--- src/rtl/wash_scheduler.sv ---
// Round-robin scheduler that shares one wash unit among NREQ coin stations.
// Each station queues at most one job; a unit that never reports busy raises a fault that fault_clr clears.
module wash_scheduler #(
    parameter int NREQ = 4,
    parameter int TMO  = 16
) (
    input  logic            clk,
    input  logic            rst,
    input  logic [NREQ-1:0] req,
    input  logic [NREQ-1:0] dbl,
    input  logic            wash_done,
    input  logic            fault_clr,
    output logic            wash_start,
    output logic            wash_double,
    output logic [NREQ-1:0] grant,
    output logic [NREQ-1:0] pending,
    output logic            fault
);
    localparam int IW = (NREQ > 1) ? $clog2(NREQ) : 1;
    localparam int CW = $clog2(TMO + 1);

    localparam logic [2:0] IDLE      = 3'd0;
    localparam logic [2:0] START     = 3'd1;
    localparam logic [2:0] WAIT_BUSY = 3'd2;
    localparam logic [2:0] RUN       = 3'd3;
    localparam logic [2:0] FAULT     = 3'd4;

    logic [2:0]      state;
    logic [NREQ-1:0] dbl_q;
    logic [CW-1:0]   cnt;
    logic [IW-1:0]   last;
    logic [IW-1:0]   cur;
    logic [IW-1:0]   winner;
    logic            found;
    int              idx;
    logic            retire;
    logic [NREQ-1:0] keep;
    logic [NREQ-1:0] take;

    // Scan downward so the closest station above 'last' is the one left standing.
    always_comb begin
        winner = last;
        found  = 1'b0;
        idx    = 0;
        for (int k = NREQ; k >= 1; k--) begin
            idx = (int'(last) + k) % NREQ;
            if (pending[idx[IW-1:0]]) begin
                winner = idx[IW-1:0];
                found  = 1'b1;
            end
        end
    end

    // A retiring station's bit is dropped before new coins are applied, so a
    // coin landing on the retire cycle re-queues the station with fresh dbl.
    assign retire = (state == RUN) && wash_done;
    assign keep   = pending & ~(retire ? grant : '0);
    assign take   = req & ~keep;

    assign wash_start = (state == START);
    assign fault      = (state == FAULT);

    always_ff @(posedge clk or posedge rst) begin
        if (rst) begin
            state       <= IDLE;
            pending     <= '0;
            dbl_q       <= '0;
            grant       <= '0;
            wash_double <= 1'b0;
            cnt         <= '0;
            cur         <= '0;
            last        <= IW'(NREQ - 1);
        end else begin
            pending <= keep | req;
            dbl_q   <= (dbl_q & ~take) | (dbl & take);
            case (state)
                IDLE: begin
                    if (found && wash_done) begin
                        grant       <= {{(NREQ-1){1'b0}}, 1'b1} << winner;
                        wash_double <= dbl_q[winner];
                        cur         <= winner;
                        state       <= START;
                    end
                end
                START: begin
                    cnt   <= '0;
                    state <= WAIT_BUSY;
                end
                WAIT_BUSY: begin
                    if (!wash_done) begin
                        state <= RUN;
                    end else begin
                        if (cnt != CW'(TMO)) cnt <= cnt + CW'(1);
                        if (cnt + CW'(1) == CW'(TMO)) begin
                            state       <= FAULT;
                            grant       <= '0;
                            wash_double <= 1'b0;
                        end
                    end
                end
                RUN: begin
                    if (wash_done) begin
                        last        <= cur;
                        grant       <= '0;
                        wash_double <= 1'b0;
                        state       <= IDLE;
                    end
                end
                FAULT: begin
                    if (fault_clr) state <= IDLE;
                end
                default: state <= IDLE;
            endcase
        end
    end
endmodule
--- config.mk ---
export PLATFORM = sky130hd
export DESIGN_NAME = wash_scheduler
export DESIGN_NICKNAME = d
export VERILOG_FILES = /design/src/rtl/wash_scheduler.sv
export SDC_FILE = /design/constraint.sdc
export NUM_CORES = 1
export LEC_CHECK = 0
export ABC_AREA = 1
export BUFFER_PORTS_ARGS = -buffer_cell sky130_fd_sc_hd__buf_4
export CORE_MARGIN = 2
export CORE_UTILIZATION = 60
export DETAILED_ROUTE_END_ITERATION = 12
export GPL_ROUTABILITY_DRIVEN = 0
export PLACE_DENSITY = 0.84
export SETUP_SLACK_MARGIN = 0.15
export SYNTH_ARGS = -nofsm -noshare
export SYNTH_HDL_FRONTEND = slang
export SYNTH_SLANG_ARGS = --single-unit
--- constraint.sdc ---
create_clock -name clk -period 2.96 [get_ports clk]
set_input_delay 0.148 -clock clk [delete_from_list [all_inputs] [get_ports clk]]
set_output_delay 0.148 -clock clk [all_outputs]
set_load 0.01 [all_outputs]
==> results.json <==
{
  "clockRootBuffer": "clkbuf_4",
  "antenna_found_initial": 0,
  "rows": 18,
  "min_period_ns": 1.76,
  "startpoint_type": "flop",
  "diodes": 0,
  "cts_tree": "done",
  "die-width_um": 53.7,
  "fill_cells": 182,
  "overflow": 0,
  "min_path_cells": 2,
  "start_util_pct": 61.5,
  "multi_input_area_um2": 671,
  "stdcell_count": 260,
  "power.density_nw_per_um2": 911,
  "cp-end-kind": "flop",
  "post-route-period-util_pct": 59.6,
  "cp_max_fo": 9,
  "yosys.area.top_type": "dfrtp_1",
  "fin_ws_ns": 1.20,
  "grt_pass1_wl_mm": 5.18,
  "relSlewSlack_pct": 37.1,
  "cts.sinks": 25,
  "finalWirelength_mm": 3.08,
  "clk_pin_slew_ns": 0.15,
  "final_antenna_net_count": 0,
  "ys_seq_area_share_pct": 42.4,
  "power_mw": 1.58,
  "wl_per_cell_um": 11.9,
  "viasPerCell": 5.10,
  "ir_drop_mv": 0.645,
  "finalSetupViolations": 0,
  "fin_nets": 245,
  "clk_latency_ns": 0.32,
  "die_h_um": 53.7,
  "crit_family": "simple AND/OR/NAND/NOR gates",
  "dpl.cell_count": 253,
  "dp_hpwl_mm": 2.42,
  "cpMostUsedCell": "nand2_2",
  "fin_util_pct": 72.0,
  "max_stage_delay_ns": 0.70,
  "reg2reg_from": "last[0]",
  "outcome": "complete, no violations",
  "p_leak_nw": 0.921,
  "fmax_mhz": 567,
  "tightest_slew_ns": 0.943,
  "min-delay-start": "req[1]",
  "pre_cts_ws_ns": 1.22,
  "cts_buffers": 3,
  "synthDistinctLibCells": 28,
  "arrival_ns": 2.01,
  "tns_ns": 0,
  "clock_skew_ns": 0.0177,
  "drt_iter0_drc": 16,
  "syn_to_final_growth_pct": 17.0,
  "cts_max_level": 1,
  "netlist_top_cells_area": "dfrtp_1 39%, nand2_1 13%, inv_1 9.9%, nand2_2 4.2%, nand3_1 4.1%",
  "rsz0062_at_grt": "false",
  "ys_ff_latch": 25,
  "reg2reg_slack_ns": 1.20,
  "synthesis.nets": 216,
  "ys_warn_count": 0,
  "slew_viol_final": 0,
  "grt_pass1_vias": 1259,
  "dpl_cell_area_um2": 1670,
  "grt_start_max_net_pins": 26,
  "drive_gt1_share_pct": 22.6,
  "synth_area_um2": 1480,
  "synth_edf_count": 0,
  "syn_area_per_cell_um2": 7.34,
  "critPathSlowestCell": "dfstp_2",
  "io_pins": 23,
  "holdWs_ns": 0.0141,
  "synthCells": 202,
  "fin_area_um2": 1730,
  "path_cells": "inv_8, nand2_2, nand2_2, nand2_2, nand2_2, nand2_2, nand2_2, nand2_2, nand2_4, nand2_1, nand2_1, nand2_1, nand2_1, nand2_1, nand2_1",
  "drv_cap": 0,
  "vias": 1326,
  "crit_cells": 15,
  "reg2reg_depth": 15,
  "drc": 0,
  "first_pass_iters": 4,
  "yosysTopAreaCellShare_pct": 38.8,
  "hp-class": "in2reg",
  "post_cts_resized": 0,
  "async_flop_share_pct": 100,
  "cp_num_buf_inv": 1,
  "r2r_end": "wash_double",
  "portBuffers": 22,
  "hold_viol": 0,
  "dieArea_um2": 2880,
  "ys.flop_type": "dfrtp_1",
  "track_usage_pct": 24.4,
  "clk_path_buf_depth": 2,
  "critPathRequiredTime_ns": 3.20,
  "critPathKind": "reg2reg",
  "core-area_um2": 2410,
  "ff_latch_area_um2": 628
}
==> final cells by class <==
cell class,count,share of cell area [%]
Clock buffer,3,1.30
Clock inverter,1,0.433
Inverter,44,9.96
Multi-Input combinational cell,132,38.7
Sequential cell,25,36.2
Tap cell,30,2.16
Timing Repair Buffer,25,11.3
==> kinds of logic (layout without fill, tap and decap cells) <==
kind of cell	after synthesis	in the layout	share of synthesized area (%)
AOI/OAI and AO/OA	31	31	12.7
xor gates and xnor gates	2	2	1.18
and+or+nand+nor	97	97	29.7
DFF	25	25	42.4
buffers and inverters	45	73	12.4
adders and majority gates	2	2	1.69
==> layer usage <==
metal	GRT usage (%)	routed length [um]	up-vias
met2	47.0	1680	28
met5	0	0	-
met4	3.85	10	0
li1	-	-	680
met1	28.8	1290	616
met3	3.33	96	2
==> how the worst max path moves through the flow <==
stage,startpoint,endpoint,slack [ns]
finish,last[0],wash_double,1.20
global route,cnt[0],grant[1],1.03
floorplan,last[0],wash_double,1.39
global placement,last[0],wash_double,1.27
CTS,cnt[0],grant[1],1.19
detailed placement,last[0],wash_double,1.22
==> cells in the final DEF (no fill, tap or decap), types with 2 or more instances in the layout <==
cell	count
nand2_2	10
nand3_1	12
inv_1	39
nor2_1	13
o21ai_1	6
o21ai_0	12
buf_4	22
dfrtp_1	23
inv_2	4
ha_1	2
nor2_2	3
nor3_1	2
clkbuf_4	3
a31oi_1	4
dfstp_2	2
dlygate4sd3_1	3
nand2_1	52
a21oi_1	5
==> power breakdown <==
part / internal (mW) / switching (mW) / leakage [nW]
clock network: 0.0516 / 0.106 / 0.0139
logic: 0.318 / 0.549 / 0.606
registers: 0.455 / 0.101 / 0.301
==> cell usage after synthesis, types with 2 or more instances <==
cell type,number
a21oi_1,5
a31oi_1,4
dfrtp_1,23
dfstp_2,2
ha_1,2
inv_1,39
inv_2,4
nand2_1,52
nand2_2,10
nand3_1,12
nor2_1,13
nor2_2,3
nor3_1,2
o21ai_0,12
o21ai_1,6
==> timing repair <==
item,4_1_cts,5_1_grt
endpoints found under the setup margin,0,0
setup buffers,0,0
hold buffers,1,2
hold endpoints to repair,1,2
==> worst register-to-register path, stage by stage (launching register included) <==
cell	delay [ns]
dfstp_2	0.70
inv_8	0.06
nand2_2	0.06
nand2_2	0.07
nand2_2	0.09
nand2_2	0.07
nand2_2	0.09
nand2_2	0.05
nand2_2	0.09
nand2_4	0.07
nand2_1	0.06
nand2_1	0.05
nand2_1	0.05
nand2_1	0.06
nand2_1	0.05
nand2_1	0.04
Note: power is estimated with default switching activity, not from simulation.
